`src/rtl/game_sequencer_pkg.sv`:
```
// Shared types and widths for the symbol-counting game round controller.
package game_pkg;

  localparam int SYM_W   = 8;
  localparam int SCORE_W = 4;
  localparam int SEC_W   = 8;
  localparam int ROUND_W = 4;

  typedef enum logic [2:0] {
    IDLE      = 3'd0,
    COUNTDOWN = 3'd1,
    PLAY      = 3'd2,
    ANSWER    = 3'd3,
    RESULT    = 3'd4,
    DONE      = 3'd5
  } state_t;

  // States whose exit is driven by the secsLeft countdown.
  function automatic logic is_timed(input state_t s);
    return (s == COUNTDOWN) || (s == PLAY) || (s == ANSWER) || (s == RESULT);
  endfunction

endpackage

```
`src/rtl/game_sequencer_if.sv`:
```
// Handshake between the round controller (master) and the play-period block (slave).
interface game_sequencer_if;
  import game_pkg::*;

  logic             gameSig;
  logic             answerSig;
  logic [SYM_W-1:0] numSpecial;

  modport master (output gameSig, input answerSig, input numSpecial);
  modport slave  (input gameSig, output answerSig, output numSpecial);
endinterface

```
`src/rtl/game_sequencer_tick_sync.sv`:
```
// Synchronises the 1 Hz clock as data and emits a one-cycle pulse per rising edge.
module tick_sync (
  input  logic Clk100M,
  input  logic Reset,
  input  logic Clk1Hz,
  output logic sec_tick
);
  logic s1, s2, s3;

  always_ff @(posedge Clk100M) begin
    if (Reset) begin
      s1       <= 1'b0;
      s2       <= 1'b0;
      s3       <= 1'b0;
      sec_tick <= 1'b0;
    end else begin
      s1       <= Clk1Hz;
      s2       <= s1;
      s3       <= s2;
      sec_tick <= s2 & ~s3;
    end
  end
endmodule

```
`src/rtl/game_sequencer.sv`:
```
// Round controller: countdown, play period, guess entry and result display per round.
// Optional HIGH_SCORE_EN adds bestScore/newBest tracking across games.
module game_sequencer
  import game_pkg::*;
#(
  parameter int NUM_ROUNDS     = 3,
  parameter int COUNTDOWN_S    = 3,
  parameter int ANSWER_S       = 10,
  parameter int RESULT_S       = 2,
  parameter int PLAY_TIMEOUT_S = 20
) (
  input  logic               Clk100M,
  input  logic               Reset,
  input  logic               Clk1Hz,
  input  logic               startBtn,
  input  logic               upBtn,
  input  logic               downBtn,
  input  logic               submitBtn,
  game_sequencer_if.master   play,
  output logic [2:0]         state,
  output logic [SYM_W-1:0]   guess,
  output logic [SEC_W-1:0]   secsLeft,
  output logic [ROUND_W-1:0] round,
  output logic [SCORE_W-1:0] score,
  output logic               correct,
  output logic               timedOut
`ifdef HIGH_SCORE_EN
  ,
  output logic [SCORE_W-1:0] bestScore,
  output logic               newBest
`endif
);

  state_t           cur_state, nxt_state;
  logic             sec_tick;
  logic             expire;
  logic             hit;
  logic [SEC_W-1:0] load_secs;
  logic [SYM_W-1:0] count;

  tick_sync u_tick (
    .Clk100M  (Clk100M),
    .Reset    (Reset),
    .Clk1Hz   (Clk1Hz),
    .sec_tick (sec_tick)
  );

  assign expire = sec_tick && is_timed(cur_state) && (secsLeft <= SEC_W'(1));
  assign state  = cur_state;

  always_ff @(posedge Clk100M) begin
    if (Reset) cur_state <= IDLE;
    else       cur_state <= nxt_state;
  end

  always_comb begin
    nxt_state = cur_state;
    case (cur_state)
      IDLE, DONE: if (startBtn) nxt_state = COUNTDOWN;
      COUNTDOWN:  if (expire) nxt_state = PLAY;
      PLAY: begin
        if (play.answerSig) nxt_state = ANSWER;
        else if (expire)    nxt_state = RESULT;
      end
      ANSWER:     if (submitBtn || expire) nxt_state = RESULT;
      RESULT: begin
        if (expire) nxt_state = (round == ROUND_W'(NUM_ROUNDS)) ? DONE : COUNTDOWN;
      end
      default:    nxt_state = IDLE;
    endcase
  end

  always_comb begin
    play.gameSig = !Reset && (cur_state == COUNTDOWN) && expire;
    hit          = (guess == count);
    case (nxt_state)
      COUNTDOWN: load_secs = SEC_W'(COUNTDOWN_S);
      PLAY:      load_secs = SEC_W'(PLAY_TIMEOUT_S);
      ANSWER:    load_secs = SEC_W'(ANSWER_S);
      RESULT:    load_secs = SEC_W'(RESULT_S);
      default:   load_secs = '0;
    endcase
  end

  always_ff @(posedge Clk100M) begin
    if (Reset) begin
      secsLeft <= '0;
      guess    <= '0;
      round    <= '0;
      score    <= '0;
      correct  <= 1'b0;
      timedOut <= 1'b0;
      count    <= '0;
    end else begin
      if (nxt_state != cur_state)
        secsLeft <= load_secs;
      else if (sec_tick && (secsLeft != '0))
        secsLeft <= secsLeft - SEC_W'(1);

      // Button edits only while staying in ANSWER, so a pulse in the exit cycle is dropped.
      if ((cur_state == ANSWER) && (nxt_state == ANSWER) && (upBtn ^ downBtn)) begin
        if (upBtn && (guess != '1))
          guess <= guess + SYM_W'(1);
        else if (downBtn && (guess != '0))
          guess <= guess - SYM_W'(1);
      end

      case (cur_state)
        IDLE, DONE: begin
          if (nxt_state == COUNTDOWN) begin
            round <= ROUND_W'(1);
            score <= '0;
            guess <= '0;
          end
        end
        PLAY: begin
          if (play.answerSig) begin
            count    <= play.numSpecial;
            timedOut <= 1'b0;
            guess    <= '0;
          end else if (nxt_state == RESULT) begin
            timedOut <= 1'b1;
            correct  <= 1'b0;
          end
        end
        ANSWER: begin
          if (nxt_state == RESULT) begin
            correct <= hit;
            score   <= score + SCORE_W'(hit);
          end
        end
        RESULT: begin
          if (nxt_state == COUNTDOWN) round <= round + ROUND_W'(1);
        end
        default: ;
      endcase
    end
  end

`ifdef HIGH_SCORE_EN
  always_ff @(posedge Clk100M) begin
    if (Reset) begin
      bestScore <= '0;
      newBest   <= 1'b0;
    end else if ((cur_state == RESULT) && (nxt_state == DONE)) begin
      if (score > bestScore) begin
        bestScore <= score;
        newBest   <= 1'b1;
      end else begin
        newBest   <= 1'b0;
      end
    end else if ((cur_state == DONE) && (nxt_state != DONE)) begin
      newBest <= 1'b0;
    end
  end
`endif

endmodule

```
`src/flat_wrapper.sv`:
```
// flat-port wrapper written by rule: the top's interface ports become plain ports
module game_sequencer_flat import game_pkg::*;
#(
  parameter int NUM_ROUNDS     = 3,
  parameter int COUNTDOWN_S    = 3,
  parameter int ANSWER_S       = 10,
  parameter int RESULT_S       = 2,
  parameter int PLAY_TIMEOUT_S = 20
)
  (Clk100M, Reset, Clk1Hz, startBtn, upBtn, downBtn, submitBtn, state, guess, secsLeft, round, score, correct, timedOut, play_gameSig, play_answerSig, play_numSpecial);
  game_sequencer_if play_i ();
  input  logic Clk100M;
  input  logic Reset;
  input  logic Clk1Hz;
  input  logic startBtn;
  input  logic upBtn;
  input  logic downBtn;
  input  logic submitBtn;
  output logic [2:0] state;
  output logic [SYM_W-1:0] guess;
  output logic [SEC_W-1:0] secsLeft;
  output logic [ROUND_W-1:0] round;
  output logic [SCORE_W-1:0] score;
  output logic correct;
  output logic timedOut;
  output wire logic [$bits(play_i.gameSig)-1:0] play_gameSig;
  input wire logic [$bits(play_i.answerSig)-1:0] play_answerSig;
  input wire logic [$bits(play_i.numSpecial)-1:0] play_numSpecial;
  assign play_gameSig = play_i.gameSig;
  assign play_i.answerSig = play_answerSig;
  assign play_i.numSpecial = play_numSpecial;
  game_sequencer #(.NUM_ROUNDS(NUM_ROUNDS), .COUNTDOWN_S(COUNTDOWN_S), .ANSWER_S(ANSWER_S), .RESULT_S(RESULT_S), .PLAY_TIMEOUT_S(PLAY_TIMEOUT_S)) u_core (.Clk100M(Clk100M), .Reset(Reset), .Clk1Hz(Clk1Hz), .startBtn(startBtn), .upBtn(upBtn), .downBtn(downBtn), .submitBtn(submitBtn), .play(play_i), .state(state), .guess(guess), .secsLeft(secsLeft), .round(round), .score(score), .correct(correct), .timedOut(timedOut));
endmodule
```
`config.mk`:
```
export PLATFORM = sky130hd
export DESIGN_NAME = game_sequencer_flat
export DESIGN_NICKNAME = d
export VERILOG_FILES = /design/src/rtl/game_sequencer_pkg.sv /design/src/rtl/game_sequencer_if.sv /design/src/rtl/game_sequencer_tick_sync.sv /design/src/rtl/game_sequencer.sv /design/src/flat_wrapper.sv
export SDC_FILE = /design/constraint.sdc
export NUM_CORES = 1
export LEC_CHECK = 0
export ABC_AREA = 1
export ABC_CLOCK_PERIOD_IN_PS = 2800
export BUFFER_PORTS_ARGS = -buffer_cell sky130_fd_sc_hd__buf_2
export CORE_ASPECT_RATIO = 1.25
export CORE_MARGIN = 2
export CORE_UTILIZATION = 27
export CTS_CLUSTER_DIAMETER = 150
export DETAILED_ROUTE_END_ITERATION = 7
export GPL_ROUTABILITY_DRIVEN = 0
export PLACE_DENSITY = 0.51
export SLEW_MARGIN = 20
export SYNTH_ARGS = -nofsm -noshare
export SYNTH_HDL_FRONTEND = slang
export SYNTH_SLANG_ARGS = --single-unit
export TNS_END_PERCENT = 50
```
`constraint.sdc`:
```
create_clock -name Clk100M -period 2.8 [get_ports Clk100M]
set_clock_uncertainty 0.1 [all_clocks]
set_input_delay 0.28 -clock Clk100M [delete_from_list [all_inputs] [get_ports Clk100M]]
set_output_delay 0.28 -clock Clk100M [all_outputs]
set_load 0.01 [all_outputs]
```
==> flow_summary.json, run 1 <==
{
  "p_sw_share_pct": 33.9,
  "drc": 0,
  "dieArea_um2": 9880,
  "netlist.area_leader.share_pct": 33.4,
  "io_buffers": 45,
  "setup-violations-final": 0,
  "syn-cell-area_um2": 2450,
  "grt_antenna_before_repair": 0,
  "relSlewSlack_pct": 67.2,
  "antenna_cells": 0,
  "via_count": 2312,
  "async_flop_share_pct": 0,
  "min_period_over_period_pct": 90.9,
  "ys_seq_area_share_pct": 33.4,
  "syn_nets": 371,
  "clk_pin_slew_ps": 90,
  "max_freq_ghz": 0.393,
  "cts_resized": 0,
  "holdPathEnd": "u_core.u_tick.s1",
  "worstMarginPinSlew_ps": 492,
  "ys_ff_latch": 41,
  "start_util_pct": 28.1,
  "netlist_top_cells_area": "dfxtp_1 33%, nor2_1 10%, nand2_1 7.6%, xor2_1 6.4%, nand3_1 5.5%",
  "pwr-share-comb_pct": 25.5,
  "routed_wl_mm": 6.13,
  "ff2ff_path_depth": 14,
  "power_frac_seq_pct": 45.9,
  "vias_per_cell": 4.49,
  "cts_root_buffer": "clkbuf_8",
  "drive_gt1_share_pct": 22.0,
  "p_leak_nw": 1.38,
  "hold_viol": 0,
  "crit_fanout": 12,
  "cts_buffers": 5,
  "grt_max_degree": 18,
  "synth_edf_count": 0,
  "ys_types": 35,
  "required_ps": 2880,
  "rows": 38,
  "timing.rr.start": "u_core.secsLeft[0]",
  "arrival_ps": 2630,
  "first_iter_violations": 80,
  "postCtsSetupRepairBufs": 0,
  "io_pins": 46,
  "internal-power_mw": 0.913,
  "grt-ovfl-total": 0,
  "top_usage_layer": "met2",
  "status": "completed",
  "cts_hold_buf": 0,
  "setup-tns-final_ps": 0,
  "power.switching_mw": 0.469,
  "grt_pass1_vias": 2208,
  "avgSynthCellArea_um2": 7.07,
  "max_cap_viol_count": 0,
  "final_antenna_net_count": 0,
  "clk_latency_ps": 300,
  "clock_path_buffers": 2,
  "power_mw": 1.38,
  "clock-sinks": 41,
  "grtUsageMet2_pct": 22.4,
  "r2r_slack_ps": 250,
  "ys_warn_count": 0,
  "netlist_instances": 347,
  "first_pass_iters": 4,
  "hold_depth": 3,
  "critPathLaunch": "u_core.secsLeft[0]",
  "synth-main-ff-cell": "dfxtp_1",
  "synth.most_common_cell": "nor2_1",
  "yosys-top-cells-count": "68 x nor2_1, 50 x nand2_1, 41 x dfxtp_1, 32 x inv_1, 27 x nand3_1",
  "die_y_um": 111,
  "hold_class": "in2reg",
  "cp-start-kind": "register",
  "chipWidth_um": 89.3,
  "htree_levels": 2,
  "worstReg2RegEnd": "u_core.round[2]",
  "met3_usage_pct": 2.39,
  "yosys.area.top_type": "dfxtp_1",
  "hpwl_mm": 4.79,
  "post_drt_wl_per_cell_um": 11.9,
  "grt_pass1_wl_mm": 10.1,
  "min_from": "Clk1Hz",
  "cts_tree": "built",
  "syn_to_final_growth_pct": 18.0,
  "groute.usage.overall_pct": 12.9,
  "powerDensity_nw_per_um2": 477,
  "layout_min_cycle_time_ps": 2550,
  "rsz0062_at_grt": "no",
  "coreArea_um2": 8750,
  "final_core_util_pct": 33.1,
  "path_class": "reg2reg",
  "grtUsageMet1_pct": 15.2,
  "power_frac_clock_pct": 28.6,
  "endpoint_kind": "register",
  "drv_slew": 0,
  "final_nets": 418,
  "peakVddDrop_mv": 0.234
}
## worst max-delay path by stage
stage	slack (ps)	cells past startpoint	endpoint
floorplan	680	14	u_core.secsLeft[3]
global placement	350	14	u_core.round[2]
detailed placement	290	14	u_core.round[2]
CTS	270	14	u_core.round[2]
global route	20	14	u_core.round[2]
finish	250	14	u_core.round[2]
## cell families after synthesis
| group | synth area share, % |
|---|---|
| adders and majority gates | 4.08 |
| xor gates and xnor gates | 9.28 |
| AOI/OAI and AO/OA | 9.99 |
| DFF | 33.4 |
| and+or+nand+nor | 35.2 |
| buffers and inverters | 8.00 |
## through the flow
stage,hold slack (ps),setup slack [ps],instance area [um2],std cells
global route,71.4,24.5,2900,515
CTS,73.5,268,2900,515
finish,79.7,254,2900,515
floorplan,273,676,2450,347
detailed placement,286,287,2810,507
global placement,280,353,2810,507
## registers in the layout (all words and copies together), names as in the netlist, 3 cells and up
signal	flops
u_core.guess	8
u_core.secsLeft	8
u_core.score	4
u_core.round	4
u_core.count	8
u_core.state	3
## power by group through the flow
stage	logic [mW]	registers (mW)	clock network, mW
final	0.352	0.635	0.395
after global routing	0.403	0.639	0.438
after CTS	0.358	0.635	0.413
after detailed placement	0.356	0.649	0
after global placement	0.357	0.649	0
after floorplan	0.256	0.654	0
## cell usage in the layout (no fill, tap or decap), drive strengths merged
cell / netlist / routed
a211oi: 2 / 2
a21oi: 15 / 15
buf: 3 / 47
clkbuf: 4 / 6
clkinvlp: 0 / 2
dfxtp: 41 / 41
ha: 8 / 8
inv: 43 / 43
nand2: 52 / 52
nand3: 35 / 35
nand4: 9 / 9
nor2: 76 / 76
nor3: 3 / 3
nor3b: 1 / 1
nor4: 1 / 1
o2111ai: 1 / 1
o211ai: 1 / 1
o21a: 1 / 1
o21ai: 20 / 20
o21bai: 1 / 1
o311ai: 1 / 1
o31ai: 1 / 1
or2: 2 / 2
xnor2: 8 / 8
xor2: 18 / 18
## layout make-up
| cell class | instances | area, um2 |
|---|---|---|
| Multi-Input combinational cell | 256 | 1440 |
| Clock inverter | 2 | 15.0 |
| Inverter | 43 | 161 |
| Timing Repair Buffer | 47 | 240 |
| Tap cell | 120 | 150 |
| Fill cell | 1013 | 5850 |
| Clock buffer | 6 | 72.6 |
| Sequential cell | 41 | 821 |
## worst max-delay path, stage by stage (launching register included)
cell and delay, ps:
dfxtp_1 390, inv_1 90, ha_1 260, o21ai_0 240, inv_1 100, nand3_4 130
nand2_1 60, nand2_1 300, nand2_1 120, nor2_2 150, nand3_2 100, nor2_4 190
inv_2 80, nand2_1 60, a21oi_1 60
## routing by layer
layer	wire (um)	part of all wire, %
met4	108	1.8
met3	227	3.7
met5	0	0
met1	2580	42
met2	3210	52
Power figures use the tool's default switching activity.
==> run 2, diff against run 1 <==
RECOVER_POWER = 25   (was default)
==> run 2 against run 1 <==
Utilization down 0.19 points. Non-clock buffer count unchanged. Register-to-register slack about the same. First-iteration DRC count down 8.8%. Clock power about the same. Largest cell class unchanged.
==> flow_summary.json, run 2 (synthesis results as in run 1) <==
{
  "cp-start-kind": "register",
  "cts_root_buffer": "clkbuf_8",
  "critical_path.top_delay_family": "simple AND/OR/NAND/NOR gates",
  "endpoint_kind": "register",
  "worstMarginPinSlew_ps": 491,
  "pwr-share-comb_pct": 25.3,
  "arrival_ps": 2630,
  "path_class": "reg2reg",
  "multi_input_area_um2": 1440,
  "cts_resized": 0,
  "regArea_um2": 821,
  "vias_per_cell": 4.48,
  "grt-ovfl-total": 0,
  "first_pass_iters": 4,
  "clock-sinks": 41,
  "clk_pin_slew_ps": 90,
  "dp.cells": 507,
  "cts_buffers": 5,
  "layout_commonest_cell": "nor2_1",
  "power_mw": 1.38,
  "io_buffers": 45,
  "die_y_um": 111,
  "critPathMaxStageDelay_ps": 390,
  "hold_viol": 0,
  "internal-power_mw": 0.909,
  "start_util_pct": 28.1,
  "fillers": 1012,
  "postCtsSetupRepairBufs": 0,
  "rows": 38,
  "p_sw_share_pct": 34.0,
  "antenna_cells": 0,
  "hpwl_mm": 4.79,
  "drv_slew": 0,
  "relSlewSlack_pct": 67.2,
  "clock_path_buffers": 2,
  "dieArea_um2": 9880,
  "io_pins": 46,
  "hold_class": "in2reg",
  "grt_max_degree": 18,
  "min_period_over_period_pct": 91.0,
  "cts_tree": "built",
  "chipWidth_um": 89.3,
  "cts_hold_buf": 0,
  "power_frac_clock_pct": 28.7,
  "reg_top3": "u_core.count (8), u_core.guess (8), u_core.secsLeft (8)",
  "drive_gt1_share_pct": 18.7,
  "rsz0062_at_grt": "no",
  "grt_pass1_wl_mm": 10.1,
  "layout_min_cycle_time_ps": 2550,
  "htree_levels": 2,
  "grt_pass1_vias": 2208,
  "p_leak_nw": 1.33,
  "routed_wl_mm": 6.13,
  "groute.usage.overall_pct": 12.9,
  "max_freq_ghz": 0.393,
  "setup-violations-final": 0,
  "final_nets": 418,
  "peakVddDrop_mv": 0.234,
  "syn_to_final_growth_pct": 17.4,
  "grt_antenna_before_repair": 0,
  "cp_slowest_cell": "dfxtp_1",
  "final_cell_mix": "68 x nor2_1, 50 x nand2_1, 41 x dfxtp_1",
  "drc": 0,
  "status": "completed",
  "setup-tns-final_ps": 0,
  "via_count": 2307,
  "crit_buf_inv": 3,
  "crit_top_cell": "nand2_1",
  "powerDensity_nw_per_um2": 478,
  "power.switching_mw": 0.469,
  "post_drt_wl_per_cell_um": 11.9,
  "power_frac_seq_pct": 46.0,
  "coreArea_um2": 8750,
  "max_cap_viol_count": 0,
  "first_iter_violations": 73,
  "clk_latency_ps": 300,
  "final_antenna_net_count": 0,
  "crit_fanout": 12,
  "crit_chain": "inv_1, ha_1, o21ai_0, inv_1, nand3_4, nand2_1, nand2_1, nand2_1, nor2_2, nand3_2, nor2_4, inv_2, nand2_1, a21oi_1",
  "fin_cells": 515,
  "required_ps": 2880
}
[run 2: changes by cell type in the layout (fill, tap and decap cells not counted), sizes merged]
cell and delta:
clkbuf +13, buf -13
[run 2: power groups by stage]
stage,Sequential [mW],Combinational [mW],Clock [mW]
global route,0.639,0.399,0.438
CTS,0.635,0.358,0.413
global placement,0.649,0.357,0
detailed placement,0.649,0.356,0
floorplan,0.654,0.256,0
finish,0.635,0.348,0.396
[run 2: cell type report]
type | instances | share of cell area [%]
multi-input cells | 256 | 49.9
flip-flops and latches | 41 | 28.5
repair buffers | 47 | 7.77
inverters | 43 | 5.60
well taps | 120 | 5.21
clock buffers | 6 | 2.52
clock inverters | 2 | 0.521
[run 2: per-stage QoR]
step           area (um2)  util (%)  setup slack (ps)  hold WS [ps]
4_1_cts              2900      33.1               268          73.5
2_1_floorplan        2450         -               676           273
3_3_place_gp         2810      32.1               353           280
6_report             2880      32.9               253          79.8
5_1_grt              2880      32.9              19.5          71.4
3_5_place_dp         2810      32.1               287           286
[run 2: worst paths after layout]
path                            from                endpoint  slack, ps  cells past startpoint
hold / removal                Clk1Hz        u_core.u_tick.s1         80                      3
hold reg to reg     u_core.u_tick.s3  u_core.u_tick.sec_tick        290                      1
setup / recovery  u_core.secsLeft[0]         u_core.round[2]        250                     14
setup reg to reg  u_core.secsLeft[0]         u_core.round[2]        250                     14
[run 2: tightest hold or removal path, delay by kind of cell]
kind / cells / cell delay (ps)
buf+inv: 2 / 100
simple gates: 1 / 60
[run 2: metal layers]
layer	vias to the layer above	track usage [%]	routed length (um)
met5	-	0	0
met4	0	4.68	108
met3	7	2.39	226
met2	37	22.4	3200
met1	1052	15.2	2600
li1	1211	-	-
